$ cat src/rtl/button_gesture.sv
// button_gesture: classifies debounced button activity into short, double and long presses,
// with auto-repeat strobes while a long press is held.
module button_gesture #(
    parameter int TICK_DIV  = 50000,
    parameter int LONG_MS   = 800,
    parameter int DOUBLE_MS = 300,
    parameter int REPEAT_MS = 150,
    parameter int CNT_W     = 12
) (
    input  logic clk,
    input  logic rst_n,
    input  logic pb_down,
    input  logic pb_up,
    input  logic pb_state,
    output logic short_press,
    output logic double_press,
    output logic long_press,
    output logic repeat_pulse,
    output logic held,
    output logic busy
);
    localparam int PW = $clog2(TICK_DIV + 1);

    typedef enum logic [2:0] {IDLE, PRESS1, WAIT2, PRESS2, LONG} state_t;

    state_t             state_q, state_d;
    logic [PW-1:0]      pre_q, pre_d;
    logic [CNT_W-1:0]   ms_q, ms_d;
    logic               dn, up, rel, tick, to_long, to_double, to_repeat, clr;
    logic               short_d, double_d, long_d, repeat_d;
    logic               short_q, double_q, long_q, repeat_q, held_q, busy_q;

    always_comb begin
        dn        = pb_down & ~pb_up;
        up        = pb_up & ~pb_down;
        // a dropped level without its pulse still counts as a release
        rel       = up | ~pb_state;
        tick      = pre_q == PW'(TICK_DIV - 1);
        to_long   = tick && ms_q == CNT_W'(LONG_MS - 1);
        to_double = tick && ms_q == CNT_W'(DOUBLE_MS - 1);
        to_repeat = tick && ms_q == CNT_W'(REPEAT_MS - 1);
        state_d   = state_q;
        short_d   = 1'b0;
        double_d  = 1'b0;
        long_d    = 1'b0;
        repeat_d  = 1'b0;
        case (state_q)
            IDLE:    if (dn) state_d = PRESS1;
            PRESS1:  if (rel) state_d = WAIT2;
                     else if (to_long) begin
                         state_d = LONG;
                         long_d  = 1'b1;
                     end
            WAIT2:   if (dn) state_d = PRESS2;
                     else if (to_double) begin
                         state_d = IDLE;
                         short_d = 1'b1;
                     end
            PRESS2:  if (rel) begin
                         state_d  = IDLE;
                         double_d = 1'b1;
                     end
            LONG:    if (rel) state_d = IDLE;
                     else repeat_d = to_repeat;
            default: state_d = IDLE;
        endcase
        clr  = (state_d != state_q) || repeat_d;
        pre_d = (clr || tick) ? '0 : pre_q + PW'(1);
        ms_d  = clr ? '0 : (tick && ~&ms_q) ? ms_q + CNT_W'(1) : ms_q;
    end

    always_ff @(posedge clk or negedge rst_n) begin
        if (!rst_n) begin
            state_q  <= IDLE;
            pre_q    <= '0;
            ms_q     <= '0;
            short_q  <= 1'b0;
            double_q <= 1'b0;
            long_q   <= 1'b0;
            repeat_q <= 1'b0;
            held_q   <= 1'b0;
            busy_q   <= 1'b0;
        end else begin
            state_q  <= state_d;
            pre_q    <= pre_d;
            ms_q     <= ms_d;
            short_q  <= short_d;
            double_q <= double_d;
            long_q   <= long_d;
            repeat_q <= repeat_d;
            held_q   <= state_d == LONG;
            // busy stays up through the cycle that presents the gesture's final strobe
            busy_q   <= (state_d != IDLE) || short_d || double_d;
        end
    end

    assign short_press  = short_q;
    assign double_press = double_q;
    assign long_press   = long_q;
    assign repeat_pulse = repeat_q;
    assign held         = held_q;
    assign busy         = busy_q;
endmodule

$ cat config.mk
export PLATFORM = sky130hd
export DESIGN_NAME = button_gesture
export DESIGN_NICKNAME = d
export VERILOG_FILES = /design/src/rtl/button_gesture.sv
export SDC_FILE = /design/constraint.sdc
export NUM_CORES = 1
export LEC_CHECK = 0
export BUFFER_PORTS_ARGS = -buffer_cell sky130_fd_sc_hd__clkbuf_2
export CORE_MARGIN = 5
export CORE_UTILIZATION = 44
export CTS_CLUSTER_SIZE = 30
export DETAILED_ROUTE_END_ITERATION = 16
export HOLD_SLACK_MARGIN = 0.03
export MAX_ROUTING_LAYER = met4
export PLACE_DENSITY = 0.68
export SLEW_MARGIN = 40
export SYNTH_ARGS = -nofsm -noshare
export SYNTH_HDL_FRONTEND = slang
export SYNTH_SLANG_ARGS = --single-unit
$ cat constraint.sdc
create_clock -name clk -period 6 [get_ports clk]
set_input_delay 1.2 -clock clk [delete_from_list [all_inputs] [get_ports clk]]
set_output_delay 1.2 -clock clk [all_outputs]
set_load 0.02 [all_outputs]
# Yosys cells after proc, flatten, opt, wreduce, memory -nomap -nowiden
# Cells that the tools add are included.
[word_totals] reg_bits=37 input_bits=5 out_inout_bits=6 word_cells=61
[op_classes] add_sub_neg=2 n_eq_ne=10 mux=20 n_bitwise=6 n_reduce_logical=14
[ops] cell="$mux W12" n=2
[ops] cell="$mux W3" n=6
[ops] cell="$add A16 B1 Y16 const B" n=1
[ops] cell="$eq A16 B16 Y1 const B" n=1
[ops] cell="$mux W16" n=1
[ops] cell="$add A12 B1 Y12 const B" n=1
[ops] cell="$eq A12 B10 Y1 const B" n=1
[ops] cell="$eq A12 B8 Y1 const B" n=1
[ops] cell="$eq A12 B9 Y1 const B" n=1
[ops] cell="$pmux W3 S4" n=1
[ops] cell="$reduce_and A12 Y1" n=1
[ops] cell="$mux W1" n=10
[ops] cell="$eq A3 B2 Y1 const B" n=2
[ops] cell="$eq A3 B3 Y1 const B" n=2
[ops] cell="$logic_and A1 B1 Y1" n=4
[ops] cell="$logic_or A1 B1 Y1" n=4
[ops] cell="$eq A3 B1 Y1 const B" n=1
[ops] cell="$logic_not A3 Y1" n=1
[ops] cell="$ne A3 B3 Y1" n=1
[ops] cell="$not A1 Y1" n=3
[ops] cell="$reduce_bool A3 Y1" n=1
[ops] cell="$and A1 B1 Y1" n=2
[ops] cell="$reduce_bool A2 Y1" n=1
[ops] cell="$reduce_or A2 Y1" n=1
[ops] cell="other kinds (2)" n=2

# Logic depth before layout (Yosys ltp)
# Gate-level depths: netlist of run 1.
[depth] word_depth=9 depth_mapped=9 depth_no_buf=7

# Worst setup path after synthesis of run 1
# OpenSTA, ideal clock, no wires.
[synth_path] path_type="input to register" from="input pb_up" to="register ms_q[8]" setup_ns=0.137 arrival_time_ns=2.265 required_ns=5.863 path_slack_ns=3.598 path_stages=6 n_path_buf=1 path_cell_list="nor2b_1 > nand2b_1 > o21ai_0 > a32oi_4 > buf_6 > nor3_2"
[synth_via] elab_chain_len=7 word_cells_on_any_way=15 cone_classes="eq/ne (1); mux (8); bitwise (4); reduce/logical (2)"
[synth_lines] element="from (decl)" line_no="13" rtl="input logic pb_up,"
[synth_lines] element="$and A1 B1 Y1 / $not A1 Y1 (equally long branches)" line_no="35, 34"
[synth_lines] element="$or A1 B1 Y1 / $and A1 B1 Y1 (equally long branches)" line_no="37, 34"
[synth_lines] element="$mux W3, on equally long branches"
[synth_lines] element="$pmux W3 S4" line_no="47" rtl="case (state_q)"
[synth_lines] element="$ne A3 B3 Y1" line_no="67" rtl="clr = (state_d != state_q) || repeat_d;"
[synth_lines] element="$logic_or A1 B1 Y1 (*)" line_no="67"
[synth_lines] element="$mux W12 / $reduce_bool A2 Y1 (equally long branches)"
[synth_lines] element="to (signal assigned)" line_no="86" rtl="ms_q <= ms_d;"
[synth_lines] element="to (decl)" line_no="28" rtl="logic [CNT_W-1:0] ms_q, ms_d;"
# Mark *: on every way between the ends. The rest lies on a longest branch, timed or not.
# A chain may end at the register's enable or synchronous reset.

# Worst setup path in the final report of run 1
[layout_path] from="register pre_q[5]" to="register pre_q[15]"
[layout_via] elab_chain_len=9 word_cells_on_any_way=16 cone_classes="add/sub (1); eq/ne (2); mux (8); reduce/logical (5)"
[layout_lines] element="from (decl)" line_no="27" rtl="logic [PW-1:0] pre_q, pre_d;"
[layout_lines] element="from (signal assigned)" line_no="85" rtl="pre_q <= pre_d;"
[layout_lines] element="$eq A16 B16 Y1" line_no="38" rtl="tick = pre_q == PW'(TICK_DIV - 1);"
[layout_lines] element="$logic_and A1 B1 Y1, on equally long branches" line_no="40, 39"
[layout_lines] element="$mux W3, on equally long branches" line_no="55, 50"
[layout_lines] element="$mux W3, on equally long branches" line_no="54, 49"
[layout_lines] element="$pmux W3 S4" line_no="47"
[layout_lines] element="$ne A3 B3 Y1" line_no="67"
[layout_lines] element="$logic_or A1 B1 Y1" line_no="67"
[layout_lines] element="$logic_or A1 B1 Y1" line_no="68" rtl="pre_d = (clr || tick) ? '0 : pre_q + PW'(1);"
[layout_lines] element="$mux W16 (*)" line_no="68"
[layout_lines] element="net pre_d[15]" line_no="27"
# The timed path passes the listed nets; every way through them passes the cells marked *.

==> impl_metrics.py, run 1 <==
metrics = {
    "grt": {
        "grt-ovfl-total": 0,
        "grt_pass1_wl_mm": 6.89,
        "grt.busiest_layer": "met2",
        "grt_util_met1_pct": 19.1,
        "grt_usage_pct": 14.4,
        "grt_pass1_vias": 1489,
        "antenna_found_initial": 0,
        "grt_max_degree": 38,
        "use_met3_pct": 3.43,
        "grt_use_met2_pct": 21.5,
    },
    "route": {
        "drc_errors": 0,
        "drt_iter0_markers": 71,
        "wl_per_cell_um": 14.5,
        "via_per_inst": 5.66,
        "finalWirelength_mm": 3.83,
        "antenna_left": 0,
        "dr_total_vias": 1495,
        "first_pass_iters": 4,
    },
    "layout": {
        "n_fill_cell": 423,
        "multi_input_area_sq_um": 1090,
        "seq_area_sq_um": 926,
        "drive_above_1_share_pct": 18.4,
        "area_growth_pct": 9.67,
        "final_cell_mix": "dfrtp_1, nor2_1, nand2_1, xnor2_1, xor2_1",
        "fin_nets": 219,
        "num_antenna_cells": 0,
        "layout_commonest_cell": "dfrtp_1",
        "fin_area_sq_um": 2260,
    },
    "timing": {
        "tns_ns": 0,
        "setup_violations": 0,
        "fmax_ghz": 0.372,
        "fin_crit_sh_pct": 44.7,
        "hold_violations": 0,
        "finalMaxSlewViolations": 0,
        "skew_ns": 0.0105,
        "rsz0062_at_grt": "false",
        "fin_crit_ns": 2.68,
        "worst_pin_slew_ns": 0.720,
        "relSlewSlack_pct": 51.7,
    },
    "synth": {
        "syn_nets": 207,
        "ys_types": 42,
        "synth-edff-count": 0,
        "ys_async_sr_fraction_pct": 100,
        "syn_avg_cell_area_sq_um": 10.3,
        "synth_top_area_share_pct": 45.0,
        "yosys_warnings": 0,
        "ys_ff_latch": 37,
        "synthCells": 199,
        "yosysTopAreaCell": "dfrtp_1",
        "synthFlopType": "dfrtp_1",
        "synth.area.top_cells": "dfrtp_1, xnor2_1, xor2_1, nor3_2, nor2_1",
        "synth_seq_area_share_pct": 45.0,
        "synth_area_sq_um": 2060,
    },
    "clock_network": {
        "clock_sinks": 37,
        "cts_root_buf": "clkbuf_8",
        "cts_made_buffers": 5,
        "cts_resized": 0,
        "max-clock-path-buffers": 2,
        "clk_latency_ns": 0.29,
        "ctsHoldBuffers": 0,
        "cts_tree": "yes",
        "post_cts_buffers": 0,
        "path_clk_slew_ns": 0.08,
        "cts_htree_levels": 2,
    },
    "worst_hold_path": {
        "min-delay-start": "pre_q[0]",
        "hold_depth": 1,
        "worstHoldEndpoint": "pre_q[0]",
        "min_path_type": "register to register",
    },
    "pwr": {
        "internal-power_mw": 0.395,
        "power_leakage_nw": 0.941,
        "pwr-share-seq_pct": 52.1,
        "switching_power_mw": 0.138,
        "pwr-share-comb_pct": 12.5,
        "clkPwrFrac_pct": 35.3,
        "total_power_mw": 0.533,
        "cellPowerDensity_nw_per_um2": 236,
        "vdd_drop_max_mv": 0.121,
        "switching_share_pct": 25.9,
    },
    "critical_path": {
        "path_cells": "nor4b_4 -> nand4_2 -> or4_4 -> a32oi_4 -> buf_6 -> buf_6 -> nor3_2",
        "reg2regPathDepth": 7,
        "cp_common_cell": "buf_6",
        "r2r-end": "pre_q[15]",
        "r2r-start": "pre_q[5]",
        "slowest_delay_ns": 0.61,
        "cp_max_fo": 12,
        "cp_slowest_cell": "or4_4",
        "start_kind": "register",
        "r2r_setup_slack_ns": 3.32,
        "arrival_ns": 2.84,
        "cp_data_required_time_ns": 6.15,
        "path_class": "register to register",
        "crit_path_end_kind": "register",
    },
    "placed_design": {
        "placed_area_sq_um": 2160,
        "numPortBuffers": 10,
        "gp_congestion": 0.816,
        "dpl.hpwl_mm": 2.73,
    },
    "floorplan": {
        "dieHeight_um": 78.4,
        "row_count": 24,
        "start_util_pct": 46.3,
        "die_w_um": 78.4,
        "dieArea_sq_um": 6150,
        "core_sq_um": 4440,
        "ios": 11,
    },
    "flow_run": {
        "drv_cap": 0,
    },
    "run_status": {
        "status": "finished clean",
    },
}
registers in the layout, summed over array words and instances (netlist names):
signal and count:
pre_q 16, ms_q 12, state_q 3, busy 1, double_press 1, held 1
long_press 1, repeat_pulse 1, short_press 1
logic make-up (layout without fill, tap and decap cells):
kind of cell             after synthesis  in the layout  synth area share (%)
AO/OA/AOI/OAI                         17             17                  6.08
XOR/XNOR                              24             24                  10.2
adder cells (fa/ha/maj)                3              3                  1.82
buffers and inverters                  8             21                  2.25
flip-flops                            37             37                  45.0
multiplexers                           1              1                 0.547
AND/OR/NAND/NOR                      109            109                  34.1
stage by stage:
stage	hold slack (ns)	std cells	setup slack (ns)	utilization, %
6_report	0.484	264	3.32	50.8
3_3_place_gp	0.470	254	3.00	47.9
5_1_grt	0.515	264	3.07	50.8
3_5_place_dp	0.479	256	3.04	48.5
4_1_cts	0.490	264	3.30	50.8
2_1_floorplan	0.443	199	3.60	-
how the worst max path moves through the flow:
stage             start   endpoint  slack [ns]  cells past startpoint
2_1_floorplan     pb_up    ms_q[8]        3.60                      6
3_3_place_gp      pb_up    ms_q[0]        3.00                      6
3_5_place_dp      pb_up  pre_q[15]        3.04                      8
4_1_cts        pre_q[5]  pre_q[15]        3.30                      7
5_1_grt        pre_q[0]    ms_q[9]        3.07                      6
6_report       pre_q[5]  pre_q[15]        3.32                      7
area by class of cell:
cell class / instances / area share [%]
Inverter: 1 / 0.166
Clock inverter: 1 / 0.222
Multi-Input combinational cell: 154 / 48.1
Sequential cell: 37 / 41.0
Timing Repair Buffer: 12 / 3.33
Tap cell: 52 / 2.88
Clock buffer: 7 / 4.27
worst max-delay path, delay by kind of cell, from the launching register on:
| family | cells | cell delay, ns |
|---|---|---|
| AOI/OAI and AO/OA | 1 | 0.49 |
| buffers and inverters | 2 | 0.38 |
| DFF | 1 | 0.45 |
| and+or+nand+nor | 4 | 1.23 |
layer usage:
layer	vias to the layer above	share of wire (%)
li1	748	-
met4	0	0.70
met1	721	51
met5	-	0
met3	2	3.1
met2	24	46
cells in the mapped netlist, types with 2 or more instances:
cell type / number
dfrtp_1: 37
nor2_1: 16
nand2_1: 12
xnor2_1: 12
xor2_1: 12
nand3_1: 10
nor3_1: 10
and3_1: 9
nor3_2: 9
nor2b_1: 7
nand4_1: 6
a21oi_1: 5
and4_1: 4
clkbuf_1: 4
nor4_1: 4
a22oi_1: 3
ha_1: 3
nand2b_1: 3
nor3b_1: 3
or4_1: 3
and4bb_2: 2
buf_6: 2
o21ai_0: 2
o31ai_1: 2
or4b_2: 2
power groups by stage:
stage / registers [mW] / clock network [mW] / logic, mW
4_1_cts: 0.278 / 0.195 / 0.0675
3_5_place_dp: 0.283 / 0 / 0.0671
2_1_floorplan: 0.278 / 0 / 0.0508
6_report: 0.278 / 0.188 / 0.0668
5_1_grt: 0.280 / 0.211 / 0.0751
3_3_place_gp: 0.282 / 0 / 0.0618
Note: power is estimated with default switching activity, not from simulation.
==> inputs of run 2 (changes only) <==
==> constraint.sdc (replaced) <==
create_clock -name clk -period 2.5 [get_ports clk]
set_input_delay 0.5 -clock clk [delete_from_list [all_inputs] [get_ports clk]]
set_output_delay 0.5 -clock clk [all_outputs]
set_load 0.02 [all_outputs]
==> run 2 against run 1 <==
Critical endpoint is now ms_q[2]. Sequential share of layout area stayed put. Routed wire length up 2.1%. Hold slack got worse by 0.28 ns. Sequential power rose by 140%. Non-clock buffer count up 3. Clock-buffer cell count down 2. Via count grew 0.27%.
==> impl_metrics.py, run 2 (synthesis gave the netlist of run 1 again) <==
metrics = {
    "worst_hold_path": {
        "min_path_type": "input port to async pin",
    },
    "grt": {
        "grt-ovfl-total": 0,
        "grt_pass1_wl_mm": 7.00,
        "grt_max_degree": 38,
        "grt_pass1_vias": 1467,
        "grt_usage_pct": 14.8,
        "antenna_found_initial": 0,
    },
    "floorplan": {
        "ios": 11,
        "core_sq_um": 4440,
        "row_count": 24,
        "dieHeight_um": 78.4,
        "die_w_um": 78.4,
        "dieArea_sq_um": 6150,
        "start_util_pct": 46.3,
    },
    "timing": {
        "relSlewSlack_pct": 66.8,
        "fin_crit_ns": 2.30,
        "tns_ns": 0,
        "rsz0062_at_grt": "false",
        "final.setup.worst_slack_ns": 0.203,
        "worst_pin_slew_ns": 0.499,
        "fmax_ghz": 0.435,
        "finalMaxSlewViolations": 0,
        "setup_violations": 0,
        "hold_violations": 0,
        "fin_crit_sh_pct": 91.9,
        "skew_ns": 0.00665,
    },
    "pwr": {
        "pwr-share-comb_pct": 13.4,
        "switching_power_mw": 0.328,
        "clkPwrFrac_pct": 31.5,
        "cellPowerDensity_nw_per_um2": 537,
        "switching_share_pct": 27.1,
        "power_leakage_nw": 0.944,
        "vdd_drop_max_mv": 0.268,
        "pwr-share-seq_pct": 55.1,
        "internal-power_mw": 0.884,
    },
    "clock_network": {
        "cts_resized": 0,
        "clk_latency_ns": 0.28,
        "cts_root_buf": "clkbuf_8",
        "post_cts_buffers": 0,
        "ctsHoldBuffers": 0,
        "cts_htree_levels": 2,
        "max-clock-path-buffers": 2,
        "clock_sinks": 37,
        "cts_made_buffers": 5,
        "cts_tree": "yes",
        "path_clk_slew_ns": 0.07,
    },
    "critical_path": {
        "crit_path_end_kind": "register",
        "path_class": "register to register",
        "r2r_setup_slack_ns": 0.20,
        "cp_data_required_time_ns": 2.66,
        "start_kind": "register",
        "cp_max_fo": 28,
        "arrival_ns": 2.46,
    },
    "placed_design": {
        "numPortBuffers": 10,
        "dpl.hpwl_mm": 2.69,
        "placed_area_sq_um": 2180,
        "dp.cells": 259,
        "gp_congestion": 0.834,
        "dp_slack_ns": 0.197,
    },
    "layout": {
        "fin_nets": 222,
        "largest_register_ffs": 16,
        "final_cell_mix": "dfrtp_1, nor2_1, nand2_1, xnor2_1, xor2_1",
        "fin_cells": 265,
        "layout_commonest_cell": "dfrtp_1",
        "fin_area_sq_um": 2260,
        "area_growth_pct": 9.67,
        "regMostFlops": "pre_q",
        "num_antenna_cells": 0,
        "drive_above_1_share_pct": 18.8,
        "reg_top3": "pre_q (16), ms_q (12), state_q (3)",
        "fin_util_pct": 50.8,
    },
    "route": {
        "dr_total_vias": 1499,
        "drt_iter0_markers": 66,
        "antenna_left": 0,
        "finalWirelength_mm": 3.91,
        "via_per_inst": 5.66,
        "wl_per_cell_um": 14.8,
        "drc_errors": 0,
        "first_pass_iters": 4,
    },
    "flow_run": {
        "drv_cap": 0,
    },
    "run_status": {
        "status": "finished clean",
    },
}
## run 2: through the flow
| step | power, mW | hold slack (ns) |
|---|---|---|
| global placement | 0.840 | 0.455 |
| CTS | 1.23 | 0.224 |
| floorplan | 0.790 | 0.204 |
| finish | 1.21 | 0.204 |
| detailed placement | 0.843 | 0.461 |
| global route | 1.28 | 0.252 |
## run 2: area by class of cell
type	count	area, sq um
clock buffers	5	68.8
inverters	1	3.75
fillers	399	2190
multi-input cells	154	1090
clock inverters	1	5.00
flip-flops and latches	37	926
repair buffers	15	103
well taps	52	65.1
## run 2: final timing paths
check                          from  endpoint  cells after the start
max                        pre_q[5]   ms_q[2]                      6
min                           rst_n  pre_q[7]                      1
max reg2reg                pre_q[5]   ms_q[2]                      6
min reg2reg                pre_q[0]  pre_q[0]                      1
max in group asynchronous     rst_n   ms_q[9]                      1
min in group clk            pb_down      busy                      2
## run 2: per-layer routing
layer / vias to the layer above / GRT usage [%] / part of all wire (%)
li1: 751 / - / -
met1: 717 / 19.8 / 49
met2: 25 / 21.8 / 46
met3: 6 / 3.43 / 3.4
met4: 0 / 5.24 / 1.6
met5: - / - / 0
## run 2: worst max-delay path, stage by stage (launching register included)
cell,delay (ns)
dfrtp_1,0.45
nor4b_4,0.38
nand4_2,0.18
or4_4,0.60
a32oi_4,0.26
buf_12,0.22
nor3_1,0.09
## run 2: power groups by stage
stage	logic (mW)	registers, mW	clock network, mW
floorplan	0.122	0.668	0
global placement	0.163	0.678	0
detailed placement	0.164	0.679	0
CTS	0.165	0.667	0.396
global route	0.181	0.675	0.422
finish	0.163	0.667	0.382
